### config.mk
export PLATFORM = sky130hd
export DESIGN_NAME = circle_ctrl
export DESIGN_NICKNAME = d
export VERILOG_FILES = /design/src/rtl/circle_ctrl.sv
export SDC_FILE = /design/constraint.sdc
export NUM_CORES = 1
export LEC_CHECK = 0
export CORE_UTILIZATION = 35
export DETAILED_ROUTE_END_ITERATION = 10
export HOLD_SLACK_MARGIN = 0.06
export PLACE_DENSITY_LB_ADDON = 0.15
export RECOVER_POWER = 50
export SLEW_MARGIN = 20
export SYNTH_ARGS = -nofsm -noshare
export SYNTH_HDL_FRONTEND = slang
export SYNTH_SLANG_ARGS = --single-unit
### constraint.sdc
create_clock -name clk -period 4.94 [get_ports clk]
set_input_delay 0.494 -clock clk [delete_from_list [all_inputs] [get_ports clk]]
set_output_delay 0.494 -clock clk [all_outputs]
set_load 0.1 [all_outputs]
### src/rtl/circle_ctrl.sv
// -----------------------------------------------------------------------------
// circle_ctrl
//
// Control FSM for the Bresenham (midpoint) circle datapath. One full circle is
// drawn per start/done handshake. The FSM drives the datapath's load/step/update
// strobes and the octant select. It reads back offset_x, offset_y and crit to
// decide loop exit and the x-decrement.
//
// State sequence per circle:
//   IDLE -> INIT -> { CHECK -> PLOT x8 -> STEP -> UPDATE } x N -> CHECK -> DONE
//
// Ports
//   clk          clock
//   resetn       synchronous, active-low reset
//   start        level request, sampled only in IDLE
//   done         high in DONE, held until start drops
//   busy         high in every state except IDLE and DONE
//   offset_x     signed x offset from datapath   (OFFSET_X_DW)
//   offset_y     signed y offset from datapath   (OFFSET_Y_DW)
//   crit         signed decision variable        (CRIT_DW)
//   octant_sel   octant mux select, 0 outside PLOT
//   load_x_init  offset_x <= radius
//   load_y_init  offset_y <= 0
//   load_crit    crit <= 1 - radius
//   inc_y        calc_offset_y <= offset_y + 1
//   dec_x        calc_offset_x <= offset_x - 1
//   load_x_next  offset_x <= calc_offset_x
//   load_y_next  offset_y <= calc_offset_y
//   calc_crit    crit update from calc offsets
//
// All outputs are registered. They are decoded from the next state, so each
// output lines up exactly with the state register. This keeps the Moore
// timing and adds no output glitches.
//
// A second module, circle_ctrl_chk, holds simulation-only protocol checks.
// A testbench can attach it to the controller's outputs.
// -----------------------------------------------------------------------------
module circle_ctrl #(
    parameter int OFFSET_X_DW = 10,
    parameter int OFFSET_Y_DW = 9,
    parameter int CRIT_DW     = 10
) (
    input  logic                   clk,
    input  logic                   resetn,
    input  logic                   start,
    output logic                   done,
    output logic                   busy,
    input  logic [OFFSET_X_DW-1:0] offset_x,
    input  logic [OFFSET_Y_DW-1:0] offset_y,
    input  logic [CRIT_DW-1:0]     crit,
    output logic [2:0]             octant_sel,
    output logic                   load_x_init,
    output logic                   load_y_init,
    output logic                   load_crit,
    output logic                   inc_y,
    output logic                   dec_x,
    output logic                   load_x_next,
    output logic                   load_y_next,
    output logic                   calc_crit
);

    // State encoding (kept as plain constants for legacy tool flows)
    localparam logic [2:0] S_IDLE   = 3'd0;
    localparam logic [2:0] S_INIT   = 3'd1;
    localparam logic [2:0] S_CHECK  = 3'd2;
    localparam logic [2:0] S_PLOT   = 3'd3;
    localparam logic [2:0] S_STEP   = 3'd4;
    localparam logic [2:0] S_UPDATE = 3'd5;
    localparam logic [2:0] S_DONE   = 3'd6;

    // Common width for the signed loop-exit compare of offset_y against offset_x
    localparam int CMP_DW = (OFFSET_X_DW > OFFSET_Y_DW) ? OFFSET_X_DW : OFFSET_Y_DW;

    logic [2:0]               state_r;
    logic [2:0]               state_next_s;
    logic [2:0]               oct_cnt_r;
    logic [2:0]               oct_cnt_next_s;

    logic signed [CMP_DW-1:0] x_ext_s;
    logic signed [CMP_DW-1:0] y_ext_s;
    logic                     y_le_x_s;
    logic                     crit_pos_s;

    logic                     done_r;
    logic                     busy_r;
    logic [2:0]               octant_sel_r;
    logic                     load_x_init_r;
    logic                     load_y_init_r;
    logic                     load_crit_r;
    logic                     inc_y_r;
    logic                     dec_x_r;
    logic                     load_x_next_r;
    logic                     load_y_next_r;
    logic                     calc_crit_r;

    logic                     done_next_s;
    logic                     busy_next_s;
    logic [2:0]               octant_sel_next_s;
    logic                     load_x_init_next_s;
    logic                     load_y_init_next_s;
    logic                     load_crit_next_s;
    logic                     inc_y_next_s;
    logic                     dec_x_next_s;
    logic                     load_x_next_next_s;
    logic                     load_y_next_next_s;
    logic                     calc_crit_next_s;

    // Sign-extend both offsets so the compare stays correct once offset_x goes negative
    assign x_ext_s    = CMP_DW'($signed(offset_x));
    assign y_ext_s    = CMP_DW'($signed(offset_y));
    assign y_le_x_s   = (y_ext_s <= x_ext_s);

    // crit > 0 (signed): sign bit clear and not zero
    assign crit_pos_s = ~crit[CRIT_DW-1] & (crit != {CRIT_DW{1'b0}});

    // Next-state and octant counter logic
    always_comb begin
        state_next_s   = state_r;
        oct_cnt_next_s = oct_cnt_r;
        case (state_r)
            S_IDLE: begin
                if (start) begin
                    state_next_s = S_INIT;
                end else begin
                    state_next_s = S_IDLE;
                end
            end
            S_INIT: begin
                state_next_s = S_CHECK;
            end
            S_CHECK: begin
                if (y_le_x_s) begin
                    state_next_s   = S_PLOT;
                    oct_cnt_next_s = 3'd0;
                end else begin
                    state_next_s = S_DONE;
                end
            end
            S_PLOT: begin
                if (oct_cnt_r == 3'd7) begin
                    state_next_s   = S_STEP;
                    oct_cnt_next_s = 3'd0;
                end else begin
                    state_next_s   = S_PLOT;
                    oct_cnt_next_s = oct_cnt_r + 3'd1;
                end
            end
            S_STEP: begin
                state_next_s = S_UPDATE;
            end
            S_UPDATE: begin
                state_next_s = S_CHECK;
            end
            S_DONE: begin
                // No auto-restart: start must drop before another run
                if (start) begin
                    state_next_s = S_DONE;
                end else begin
                    state_next_s = S_IDLE;
                end
            end
            default: begin
                state_next_s   = S_IDLE;
                oct_cnt_next_s = 3'd0;
            end
        endcase
    end

    // Output decode from the next state, registered below
    always_comb begin
        done_next_s        = 1'b0;
        busy_next_s        = 1'b0;
        octant_sel_next_s  = 3'd0;
        load_x_init_next_s = 1'b0;
        load_y_init_next_s = 1'b0;
        load_crit_next_s   = 1'b0;
        inc_y_next_s       = 1'b0;
        dec_x_next_s       = 1'b0;
        load_x_next_next_s = 1'b0;
        load_y_next_next_s = 1'b0;
        calc_crit_next_s   = 1'b0;
        case (state_next_s)
            S_IDLE: begin
                busy_next_s = 1'b0;
            end
            S_INIT: begin
                busy_next_s        = 1'b1;
                load_x_init_next_s = 1'b1;
                load_y_init_next_s = 1'b1;
                load_crit_next_s   = 1'b1;
            end
            S_CHECK: begin
                busy_next_s = 1'b1;
            end
            S_PLOT: begin
                busy_next_s       = 1'b1;
                octant_sel_next_s = oct_cnt_next_s;
            end
            S_STEP: begin
                // crit is only written in INIT and UPDATE. Its value on the last
                // PLOT cycle is therefore the same pre-update crit seen in STEP.
                busy_next_s  = 1'b1;
                inc_y_next_s = 1'b1;
                dec_x_next_s = crit_pos_s;
            end
            S_UPDATE: begin
                busy_next_s        = 1'b1;
                load_x_next_next_s = 1'b1;
                load_y_next_next_s = 1'b1;
                calc_crit_next_s   = 1'b1;
            end
            S_DONE: begin
                done_next_s = 1'b1;
            end
            default: begin
                busy_next_s = 1'b0;
            end
        endcase
    end

    // State, octant counter and registered outputs (synchronous active-low reset)
    always_ff @(posedge clk) begin
        if (!resetn) begin
            state_r       <= S_IDLE;
            oct_cnt_r     <= 3'd0;
            done_r        <= 1'b0;
            busy_r        <= 1'b0;
            octant_sel_r  <= 3'd0;
            load_x_init_r <= 1'b0;
            load_y_init_r <= 1'b0;
            load_crit_r   <= 1'b0;
            inc_y_r       <= 1'b0;
            dec_x_r       <= 1'b0;
            load_x_next_r <= 1'b0;
            load_y_next_r <= 1'b0;
            calc_crit_r   <= 1'b0;
        end else begin
            state_r       <= state_next_s;
            oct_cnt_r     <= oct_cnt_next_s;
            done_r        <= done_next_s;
            busy_r        <= busy_next_s;
            octant_sel_r  <= octant_sel_next_s;
            load_x_init_r <= load_x_init_next_s;
            load_y_init_r <= load_y_init_next_s;
            load_crit_r   <= load_crit_next_s;
            inc_y_r       <= inc_y_next_s;
            dec_x_r       <= dec_x_next_s;
            load_x_next_r <= load_x_next_next_s;
            load_y_next_r <= load_y_next_next_s;
            calc_crit_r   <= calc_crit_next_s;
        end
    end

    assign done        = done_r;
    assign busy        = busy_r;
    assign octant_sel  = octant_sel_r;
    assign load_x_init = load_x_init_r;
    assign load_y_init = load_y_init_r;
    assign load_crit   = load_crit_r;
    assign inc_y       = inc_y_r;
    assign dec_x       = dec_x_r;
    assign load_x_next = load_x_next_r;
    assign load_y_next = load_y_next_r;
    assign calc_crit   = calc_crit_r;

endmodule


==> summary.md <==
| Metric | Value |
|---|---|
| Final Util | `54.12%` |
| Final ANT Viol Nets | `0` |
| Max Slew Vio Count | `0` |
| 1st-iter DRT viols | `19` |
| Final setup viols | `0` |
| Post-synth EDFFs | `0` |
| Core footprint | `2781 um2` |
| CP Max Fanout | `9` |
| Crit end category | `flop` |
| Period utilization | `around 50%` |
| Hold_buf cts | `0` |
| Worst-path clk slew | `0.09 ns` |
| Worst VDD drop | `0.2991 mV` |
| Setup tns final | `0 ns` |
| Placed cells | `182` |
| Die X | `56.57 um` |
| Clk_skew | `0.004187 ns` |
| Worst r2r dst | `octant_sel[0]` |
| Startpoint types | `input port` |
| WL met3 | `about 86 um` |
| Vias in the first global route | `940` |
| Post-DP HPWL | `1.946 mm` |
| Final wirelength | `2.338 mm` |
| Clk sinks | `15` |
| Placed inst area | `1478 um2` |
| Synthesized cell area | `1042 um2` |
| FF-to-FF path depth | `4` |
| Global placer's final weighted congestion | `around 0.75` |
| I/O pin count | `45` |
| Critical Path RT | `5.13 ns` |
| Met1 Routed Length | `963 um` |
| RSZ-0062 raised after global routing | `no` |
| IO buf count | `between 40 and 50` |
| Routed len/inst | `12.57 um` |
| Syn-to-layout area delta | `44.42%` |
| Power, Total | `between 0.3 and 0.4 mW` |
| HP Start | `oct_cnt_r[0]` |
| Filler cell count in the final layout | `265` |
| Worst Max-Slew Pin Slew | `roughly 1 ns` |
| Asr flop ratio synth | `0%` |
| Cts repair resizes | `0` |
| Status | `complete, no violations` |
| Mapped Avg Cell Area | `9.143 um2` |
| Final Non-Filler Cells | `roughly 190` |
| Most common cell after layout, fill and taps aside | `clkdlybuf4s50_1` |
| Syn. warnings | `0` |
| Netlist cell types | `40` |
| Critical Path Sink | `octant_sel[0]` |
| Met2 WL post-DR | `approximately 1.3 mm` |
| Top FF cell, synth | `dfxtp_1` |
| Critical path startpoint | `offset_x[7]` |
| Post-route DRC | `0` |
| Hold Fails Final Rpt | `0` |
| Yosys reg bits | `15` |
| Drt pass-1 iters | `4` |
| N_diodes | `0` |
| Clock Tree Buf Depth | `2` |
| Initial antenna violation count | `0` |
| Tot GR Track Use | `between 10% and 20%` |
| Via Count | `944` |
| Ratio of cells with drive above 1 in the final layout | `9.677%` |
| Setup Buffers After CTS | `0` |
| Reg2Reg Setup Slack | `3.03 ns` |
| CP arrival | `2.63 ns` |
| Most frequent cells in the layout | `31 x clkdlybuf4s50_1, 16 x inv_1, 15 x dfxtp_1` |
| Uppermost layer routed | `met4` |
| Worst-skew pair later-pin latency | `0.28 ns` |
| Power per cell area | `254.6 nW/um2` |
| Vias/cell | `5.075` |
| Row count | `19` |
| GRT overflow | `0` |
| First-pass GRT wire length | `3.912 mm` |
| Achievable clock frequency | `408.7 MHz` |
| Die Height | `56.57 um` |
| CTS tree | `yes` |
| Crit path kind | `in -> reg` |
| Root Buffer | `clkbuf_4` |
| Die ar. | `3200 um2` |
| RR Startpoint | `state_r[1]` |
| Min Tclk post-route | `2.447 ns` |
| Sequential fraction of the synthesis area | `~29%` |
| Synth Net Count | `158` |
| Largest net degree at the start of global routing | `15` |
| Starting Density | `a little under two fifths` |
| Worst hold path type | `reg -> reg` |
| # nets final | `200` |
| Total CTS buffers | `3` |
| Leak | `0.6561 nW` |
| Design area | `1505 um2` |
| Cells after Synth | `114` |
| Rel. slew slack | `34.43%` |
| Max Cap Violations | `0` |
| Clock H-tree levels | `1` |
[worst min path at each step]
stage | to | slack, ns | depth (start not counted)
final | oct_cnt_r[0] | 0.57 | 1
after global placement | octant_sel[0] | 0.55 | 1
after global routing | oct_cnt_r[0] | 0.60 | 1
after floorplan | oct_cnt_r[1] | 0.51 | 2
after detailed placement | octant_sel[0] | 0.56 | 1
after CTS | octant_sel[0] | 0.57 | 1
[stage by stage]
step	setup slack, ns	hold WS (ns)
final	2.493	0.5707
after global routing	2.382	0.5970
after CTS	2.494	0.5723
after detailed placement	2.195	0.5637
after global placement	2.224	0.5535
after floorplan	2.764	0.5082
[final cells by class]
cell class | instances | area, um2 | share of cell area [%]
timing repair buffer | 44 | 440.4 | 29.26
inverter | 16 | 60.06 | 3.990
sequential | 15 | 300.3 | 19.95
multi-input combinational | 76 | 638.1 | 42.39
clock buffer | 3 | 22.52 | 1.496
clock inverter | 1 | 5.005 | 0.3325
tap | 31 | 38.79 | 2.577
[state kept, by name, indices dropped and copies added, names as in the netlist]
register    cells
oct_cnt_r       3
done            1
state_r         3
load_crit       1
dec_x           1
busy            1
inc_y           1
calc_crit       1
octant_sel      3
[synthesized netlist by cell type, drive strengths merged (2+ instances only)]
cell	count	area share, %
a2111oi	2	5.3
a21o	2	1.4
a21oi	5	3.8
a31oi	6	3.6
a32o	2	1.9
buf	6	3.8
dfxtp	15	29
ha	12	14
inv	16	5.8
nand2	8	2.9
nand2b	2	1.2
nand3	2	0.96
nand4	2	1.8
nor2	6	2.4
nor2b	3	1.8
nor3	4	2.4
nor3b	4	3.4
o21ai	2	1.3
o32ai	2	1.7
[kinds of logic (layout without fill, tap and decap cells)]
family | Yosys count | after routing | synth area share, %
adder cells (fa/ha/maj) | 12 | 12 | 14.41
flip-flops | 15 | 15 | 28.81
buffers and inverters | 23 | 64 | 9.964
AND/OR/NAND/NOR | 36 | 36 | 20.53
AO/OA/AOI/OAI | 28 | 28 | 26.29
[routing by layer]
metal / vias up / global-route usage [%]
met3: 2 / 4.147
met5: - / 0
met4: 0 / 1.045
met1: 434 / 16.69
li1: 489 / -
met2: 19 / 30.42
[worst max-delay path, cell delays in order]
cell and delay (ns):
clkdlybuf4s50_1 0.45, inv_1 0.04, ha_1 0.31, a21o_1 0.19, a2111oi_4 0.43, o21ai_2 0.10
o311a_4 0.43, a2111oi_4 0.18
[power by group]
group,switching (mW),internal [mW]
combinational,0.111,0.0648
sequential,0.0119,0.129
clock,0.0367,0.0300
Power figures use the tool's default switching activity.
==> RTL edit (same flow settings) <==
Set the parameter `CRIT_DW` to 8 (it was 10).
--- a/src/rtl/circle_ctrl.sv
+++ b/src/rtl/circle_ctrl.sv
@@ -38,7 +38,7 @@
 module circle_ctrl #(
     parameter int OFFSET_X_DW = 10,
     parameter int OFFSET_Y_DW = 9,
-    parameter int CRIT_DW     = 10
+    parameter int CRIT_DW     = 8
 ) (
     input  logic                   clk,
     input  logic                   resetn,
Interface: changed (resized crit); port bits go from 45 to 43. No check against the original RTL was run, so the function may have changed too.
==> RTL edit against the original RTL <==
  * Worst setup slack got worse by 0.32 ns
  * Routed wire length fell by 0.77%
  * Global-route usage down 0.31 points
  * Synthesized area grew 6.8%
  * Design area increased by 3.7%
  * Sequential cell count did not move
  * Hold slack improved by 0.057 ns
  * Total power rose by 5.9%
  * Critical endpoint unchanged
  * Largest power group unchanged
==> RTL edit: results (changes against the original RTL) <==
| Parameter | Reported | Change |
|:---|:---|:---|
| Result of the run | finished, final reports clean | unchanged |
| Pin count of the biggest net entering global routing | 14 | was 15 |
| Via density per instance | 4.83 | was 5.08 |
| # clk buffers | 4 | was 3 |
| Count of routing violations after the opening detailed-route iteration | 32 | was 19 |
| Critical-path top delay cell | sky130_fd_sc_hd__o211ai_1 | was sky130_fd_sc_hd__clkdlybuf4s50_1 |
| Power Dens Cells | 260 nW/um2 | was 255 nW/um2 |
| Peak per-stage delay on the critical path | 0.67 ns | was 0.45 ns |
| Total wirelength of the detailed-routed design | 2.32 mm | was 2.34 mm |
| #MultiIn Comb | 81 | was 76 |
| Plain + repair buffers | 42 | was 44 |
| Total combinational power | 0.197 mW | was 0.176 mW |
| First-pass GRT wire length | 4.04 mm | was 3.91 mm |
| Commonest cells in the synthesized netlist | sky130_fd_sc_hd__dfxtp_1 (15), sky130_fd_sc_hd__inv_1 (15), sky130_fd_sc_hd__ha_1 (12) | was sky130_fd_sc_hd__inv_1 (16), sky130_fd_sc_hd__dfxtp_1 (15), sky130_fd_sc_hd__ha_1 (12) |
| Area of placed instances | 1550 um2 | was 1480 um2 |
| Layout cells sized above 1 | 11.5% | was 9.68% |
| Cell Rows | 20 | was 19 |
| # H-tree levels | 1 | unchanged |
| Placed wire-length estimate | 1.93 mm | was 1.95 mm |
| GRT Total Usage | 15.1% | was 15.4% |
| Utilization after layout | 51.6% | was 54.1% |
| Number of nets in the synthesized netlist | 159 | was 158 |
| Reg-to-reg startpoint | oct_cnt_r[0] | was state_r[1] |
| Most common flop cell mapped by yosys | sky130_fd_sc_hd__dfxtp_1 | unchanged |
| Arrival time of data at the critical path endpoint | 2.94 ns | was 2.63 ns |
| Cell leakage power | 0.690 nW | was 0.656 nW |
| Routability congestion estimate | 0.817 | was 0.750 |
| Sequential portion of the cell area | 19.2% | was 20.0% |
| Max Fanout on Critical Path | 5 | was 9 |
| Register-to-register path setup slack | 2.93 ns | was 3.03 ns |
| Hold Crit Depth | 2 | was 1 |
| Number of buffers inserted during clock tree synthesis | 3 | unchanged |
| Multi-input logic portion of the cell area | 45.0% | was 42.4% |
| FILL cells | 297 | was 265 |
| Family of cells with the greatest summed delay on the critical path | compound AO/OA/AOI/OAI gates | unchanged |
| Post-synthesis sequential area ratio | 27.0% | was 28.8% |
| Clk tree area frac | 1.68% | was 1.83% |
| Count of cell types in the netlist | 41 | was 40 |
| Depth of the worst register-to-register path | 7 | was 4 |
| Count of inverters not on the clock network in the layout | 15 | was 16 |
| Layout buffering overhead excluding clock cells | 26.9% | was 29.3% |
| Clock latency reported for the late side of the worst-skew pair | 0.27 ns |  |
| Number of port buffers | 42 | was 44 |
| Proportion of register bits with asynchronous set or reset after synthesis | 0% | unchanged |
| Worst Clk Skew | 0.00707 ns | was 0.00419 ns |
[RTL edit: routing by layer]
metal / track usage, % / share of wire, % / vias to the layer above
met5: 0 / 0 / -
met4: 3.06 / 0.43 / 0
met3: 2.64 / 3.9 / 2
met2: 28.4 / 51 / 16
met1: 17.8 / 45 / 447
li1: - / - / 505
[RTL edit: cell families (layout without fill, tap and decap cells)]
logic type      after synthesis  after routing  share of synthesized area, %
compound gates               27             27                          22.8
fa+ha+maj                    12             12                          13.5
buf+inv                      21             61                          8.65
flops                        15             15                          27.0
mux                           4              4                          4.83
simple gates                 38             38                          23.3
[RTL edit: per-stage QoR]
step           worst slack, ns  hold slack (ns)  std cells
5_1_grt                   2.05            0.732        201
3_3_place_gp              2.25            0.588        197
4_1_cts                   2.40            0.621        201
6_report                  2.17            0.628        201
3_5_place_dp              2.12            0.604        197
2_1_floorplan             2.78            0.532        117
[RTL edit: worst max path at each step]
| stage | slack, ns | endpoint | from | depth (start not counted) |
|---|---|---|---|---|
| CTS | 2.40 | octant_sel[0] | offset_x[9] | 8 |
| global route | 2.05 | octant_sel[0] | offset_x[5] | 8 |
| global placement | 2.25 | octant_sel[0] | offset_x[9] | 8 |
| finish | 2.17 | octant_sel[0] | offset_x[5] | 8 |
| floorplan | 2.78 | octant_sel[0] | offset_x[9] | 7 |
| detailed placement | 2.12 | octant_sel[0] | offset_x[9] | 8 |
[RTL edit: worst reg2reg max path: stages (launching register included)]
cell and delay [ns]:
sky130_fd_sc_hd__dfxtp_1 0.34, sky130_fd_sc_hd__ha_1 0.20, sky130_fd_sc_hd__ha_1 0.22, sky130_fd_sc_hd__and4bb_2 0.32, sky130_fd_sc_hd__a21oi_1 0.06, sky130_fd_sc_hd__a41o_1 0.25
sky130_fd_sc_hd__a21oi_4 0.26, sky130_fd_sc_hd__nor4bb_1 0.26
